`src/rtl/cnt_ctrl_pkg.sv`:
```
// cnt_ctrl_pkg: shared types and constants for the counter sequencer.
//   state_t   : sequencer state encoding (also visible on the debug port)
//   CNT_WIDTH : default counter / command-length width
package cnt_ctrl_pkg;

  localparam int CNT_WIDTH = 4;

  typedef enum logic [1:0] {
    IDLE = 2'd0,
    CLR  = 2'd1,
    RUN  = 2'd2,
    DONE = 2'd3
  } state_t;

endpackage

```
`src/rtl/cnt_ctrl.sv`:
```
// cnt_ctrl: command-driven sequencer for a single up/down counter.
//   A command (direction, length, optional clear) is accepted, the counter's
//   ce/up are driven for exactly cmd_len cycles (or fewer on abort), and the
//   final count plus wrap/abort flags are returned as a response.
//
// Handshakes (both sides): a transfer happens at a posedge where valid and
// ready are both high. cmd_ready is only high in IDLE and commands are not
// buffered; rsp_valid is held with stable data until rsp_ready is seen.
//
// Ports:
//   clk, rst                     : clock, synchronous active-high reset
//   cmd_valid/cmd_ready          : command handshake
//   cmd_up, cmd_len, cmd_clr     : command payload
//   cmd_abort                    : level, stops an active run early
//   rsp_valid/rsp_ready          : response handshake
//   rsp_data, rsp_wrap, rsp_abort: response payload (0 outside DONE)
//   cnt_rst, cnt_ce, cnt_up      : drive the counter
//   cnt_data                     : counter value
//   dbg_state                    : current FSM state
module cnt_ctrl
  import cnt_ctrl_pkg::*;
#(
  parameter int WIDTH = CNT_WIDTH
) (
  input  logic             clk,
  input  logic             rst,
  input  logic             cmd_valid,
  output logic             cmd_ready,
  input  logic             cmd_up,
  input  logic [WIDTH-1:0] cmd_len,
  input  logic             cmd_clr,
  input  logic             cmd_abort,
  output logic             rsp_valid,
  input  logic             rsp_ready,
  output logic [WIDTH-1:0] rsp_data,
  output logic             rsp_wrap,
  output logic             rsp_abort,
  output logic             cnt_rst,
  output logic             cnt_ce,
  output logic             cnt_up,
  input  logic [WIDTH-1:0] cnt_data,
  output logic [1:0]       dbg_state
);

  localparam logic [WIDTH-1:0] LEN_ONE = WIDTH'(1);

  state_t           state;
  logic [WIDTH-1:0] remaining;
  logic             wrap_flag;
  logic             wrap_hit;
  logic             last_step;

  // The counter steps at the end of each RUN cycle, so a wrap happens on
  // this edge when the value about to be stepped sits at the boundary.
  assign wrap_hit  = cnt_up ? (cnt_data == '1) : (cnt_data == '0);
  assign last_step = (remaining == LEN_ONE);

  assign cnt_rst   = rst | (state == CLR);
  // ce is low in DONE, so cnt_data is stable for the whole response.
  assign rsp_data  = (state == DONE) ? cnt_data : '0;
  assign dbg_state = state;

  always_ff @(posedge clk) begin
    if (rst) begin
      state     <= IDLE;
      cmd_ready <= 1'b1;
      cnt_ce    <= 1'b0;
      cnt_up    <= 1'b0;
      rsp_valid <= 1'b0;
      rsp_wrap  <= 1'b0;
      rsp_abort <= 1'b0;
      remaining <= '0;
      wrap_flag <= 1'b0;
    end else begin
      case (state)
        IDLE: begin
          if (cmd_valid) begin
            cnt_up    <= cmd_up;
            remaining <= cmd_len;
            wrap_flag <= 1'b0;
            rsp_wrap  <= 1'b0;
            rsp_abort <= 1'b0;
            cmd_ready <= 1'b0;
            if (cmd_clr) begin
              state <= CLR;
            end else if (cmd_len != '0) begin
              state  <= RUN;
              cnt_ce <= 1'b1;
            end else begin
              state     <= DONE;
              rsp_valid <= 1'b1;
            end
          end
        end

        CLR: begin
          if (remaining != '0) begin
            state  <= RUN;
            cnt_ce <= 1'b1;
          end else begin
            state     <= DONE;
            rsp_valid <= 1'b1;
          end
        end

        RUN: begin
          remaining <= remaining - 1'b1;
          if (wrap_hit) wrap_flag <= 1'b1;
          // Completion beats a coincident abort; either way the step taken
          // in this cycle counts.
          if (last_step || cmd_abort) begin
            state     <= DONE;
            cnt_ce    <= 1'b0;
            rsp_valid <= 1'b1;
            rsp_wrap  <= wrap_flag | wrap_hit;
            rsp_abort <= ~last_step;
          end
        end

        DONE: begin
          if (rsp_ready) begin
            state     <= IDLE;
            rsp_valid <= 1'b0;
            rsp_wrap  <= 1'b0;
            rsp_abort <= 1'b0;
            cmd_ready <= 1'b1;
          end
        end

        default: begin
          state     <= IDLE;
          cmd_ready <= 1'b1;
          cnt_ce    <= 1'b0;
          rsp_valid <= 1'b0;
        end
      endcase
    end
  end

endmodule

```
`config.mk`:
```
export PLATFORM = sky130hd
export DESIGN_NAME = cnt_ctrl
export DESIGN_NICKNAME = d
export VERILOG_FILES = /design/src/rtl/cnt_ctrl_pkg.sv /design/src/rtl/cnt_ctrl.sv
export SDC_FILE = /design/constraint.sdc
export NUM_CORES = 1
export LEC_CHECK = 0
export ABC_AREA = 1
export CORE_UTILIZATION = 46
export CTS_CLUSTER_SIZE = 14
export DETAILED_ROUTE_END_ITERATION = 12
export PLACE_DENSITY = 0.79
export SKIP_LAST_GASP = 1
export SYNTH_ARGS = -nofsm -noshare
export SYNTH_HDL_FRONTEND = slang
export SYNTH_SLANG_ARGS = --single-unit
```
`constraint.sdc`:
```
create_clock -name clk -period 1.75 [get_ports clk]
set_clock_uncertainty 0.1 [all_clocks]
set_input_delay 0.4375 -clock clk [delete_from_list [all_inputs] [get_ports clk]]
set_output_delay 0.4375 -clock clk [all_outputs]
set_load 0.01 [all_outputs]
```
==> impl_metrics.json <==
{
  "h-tree-depth": 1,
  "start_kind": "register",
  "crit_required_ns": 1.21,
  "clock-root-buffer": "clkbuf_4",
  "drt_iter0_markers": 14,
  "holdWs_ns": 0.388,
  "clk_latency_ns": 0.28,
  "max_freq_ghz": 0.581,
  "cp_max_fo": 5,
  "worstPathCellList": "ha_2 -> nand2_1 -> inv_1 -> clkdlybuf4s15_2",
  "dieArea_mm2": 0.00217,
  "rsz0062_at_grt": "yes",
  "num_antenna_cells": 0,
  "postCtsSetupBuffers": 0,
  "fin_util_pct": 73.8,
  "ys_ff_latch": 13,
  "cts.repair.resized": 25,
  "chipWidth_um": 46.6,
  "dp_hpwl_um": 1950,
  "grt_overflow_total": 0,
  "yosys_warnings": 0,
  "grt_antenna_before_repair": 0,
  "avgSynthCellArea_um2": 6.32,
  "slew_headroom_pct": 85.0,
  "post-route-period-util_pct": 98.3,
  "synth_cell_types": 25,
  "drv_cap": 0,
  "ios": 28,
  "nNetsFinal": 209,
  "grt_util_all_layers_pct": 25.7,
  "clkSinkCount": 13,
  "critPathSlowestCell": "dfxtp_2",
  "drc_errors": 0,
  "path_clk_slew_ns": 0.08,
  "cp.arrival_ns": 1.18,
  "synth_nets": 166,
  "antenna_left": 0,
  "slowest_delay_ns": 0.36,
  "ys.flop_type": "dfxtp_1",
  "setup_viol_count_final": 0,
  "die-height_um": 46.6,
  "syn2layout_area_growth_pct": 45.1,
  "status": "finished, final reports clean",
  "netlist_instances": 145,
  "synthesis.area_um2": 916,
  "async_flop_share_pct": 0,
  "p_leak_nw": 0.709,
  "first_global_vias": 1013,
  "gp_congestion": 0.789,
  "wl_per_cell_um": 11.3,
  "finalPower_w": 0.00206,
  "r2r_slack_ns": 0.10,
  "cts_buffers": 3,
  "drive_gt1_share_pct": 21.4,
  "grt_max_degree": 11,
  "power_density_mw_per_mm2": 1550,
  "worstSetupPathType": "reg -> out",
  "synth.area.top_cells": "dfxtp_1 28%, nand2_1 18%, inv_1 9.0%",
  "synth-edff-count": 0,
  "clockBufferDepth": 2,
  "row_count": 15,
  "drt-total-wl_um": 2390,
  "ctsHoldBuffers": 0,
  "start_util_pct": 50.8,
  "yosysMostFrequentCell": "nand2_1",
  "period_needed_ns": 1.72,
  "cts_tree": "built",
  "seq_area_frac_synth_pct": 28.4,
  "core_mm2": 0.00180,
  "route.vias.total": 1019,
  "synth_top_cells_by_count": "45 x nand2_1, 22 x inv_1, 20 x nor2_1",
  "vias_per_cell": 4.81,
  "worstSetupEndpointType": "output pin",
  "hold_class": "reg -> reg",
  "hold_violations": 0,
  "synth_top_cell_by_area": "dfxtp_1",
  "port-buffer-count": 27,
  "slew_violations": 0,
  "worst_slew_pin_slew_ns": 0.224,
  "grt_pass1_wl_um": 3890,
  "ir_drop_v": 0.00108,
  "drt-pass1-iter-count": 4,
  "yosys.area.top_type_share_pct": 28.4
}
[power breakdown]
| part | total [W] | internal (W) | switching (W) | leakage (nW) |
|---|---|---|---|---|
| clock | 0.000195 | 0.0000884 | 0.000106 | 0.0150 |
| sequential | 0.000498 | 0.000419 | 0.0000789 | 0.108 |
| combinational | 0.00137 | 0.000620 | 0.000753 | 0.586 |
| total | 0.00206 | 0.00113 | 0.000938 | 0.709 |
[logic make-up (layout without fill, tap and decap cells)]
logic type,Yosys count,in the layout,share of synthesized area [%]
fa+ha+maj,6,6,8.20
buf+inv,27,69,13.1
flops,13,13,28.4
compound gates,15,15,9.56
simple gates,84,84,40.7
[layout make-up]
class,instances,area (µm²)
Multi-Input combinational cell,105,546
Fill cell,162,473
Timing Repair Buffer,42,374
Sequential cell,13,263
Inverter,23,88.8
Tap cell,25,31.3
Clock buffer,4,26.3
[routing by layer]
layer  share of wire [%]  GRT usage [%]  vias up
li1                    -              -      528
met1                  37           23.8      459
met2                  55           50.6       28
met3                 6.8           6.27        4
met4                 1.0           12.6        0
met5                   0              0        -
[worst max-delay path: cells and delay by family, from the launching register on]
kind / cells / cell delay, ns
DFF: 1 / 0.36
buffers and inverters: 2 / 0.26
adders and majority gates: 1 / 0.22
and+or+nand+nor: 1 / 0.06
[sequential cells by signal, summed over array words and instances, names as in the netlist]
| name | count |
|---|---|
| wrap_flag | 1 |
| dbg_state | 2 |
| remaining | 4 |
| rsp_valid | 1 |
| rsp_abort | 1 |
| cmd_ready | 1 |
| cnt_ce | 1 |
| rsp_wrap | 1 |
| cnt_up | 1 |
[placed cells by master, fill, tap and decap left out, drive strengths merged]
cell | Yosys | layout
or2 | 1 | 1
buf | 3 | 18
inv | 23 | 23
clkdlybuf4s15 | 0 | 2
o211ai | 2 | 2
nor2 | 23 | 23
dlygate4sd2 | 0 | 3
a31oi | 1 | 1
nand2 | 48 | 48
nand3 | 8 | 8
nand4 | 1 | 1
clkbuf | 1 | 4
o21ai | 6 | 6
a21oi | 5 | 5
nor3 | 2 | 2
dfxtp | 13 | 13
ha | 6 | 6
and3 | 1 | 1
dlymetal6s2s | 0 | 3
clkdlybuf4s50 | 0 | 16
a211oi | 1 | 1
[through the flow]
stage / std cells / setup slack [ns] / instance area (µm²) / setup TNS [ns]
global placement: 208 / -0.352 / 1300 / -1.68
finish: 212 / 0.0296 / 1330 / 0
CTS: 212 / -0.0632 / 1320 / -0.0632
floorplan: 145 / 0.132 / 916 / 0
global route: 212 / -0.0336 / 1330 / -0.0658
detailed placement: 208 / -0.374 / 1300 / -1.85
[worst paths after layout]
kind                              startpoint      endpoint  depth (start not counted)
worst min-delay path               rsp_valid     rsp_valid                          2
worst max-delay path            dbg_state[1]   rsp_data[0]                          4
worst min register to register     rsp_valid     rsp_valid                          2
worst max register to register  dbg_state[0]  remaining[1]                          9
(Power assumes the default switching activity.)
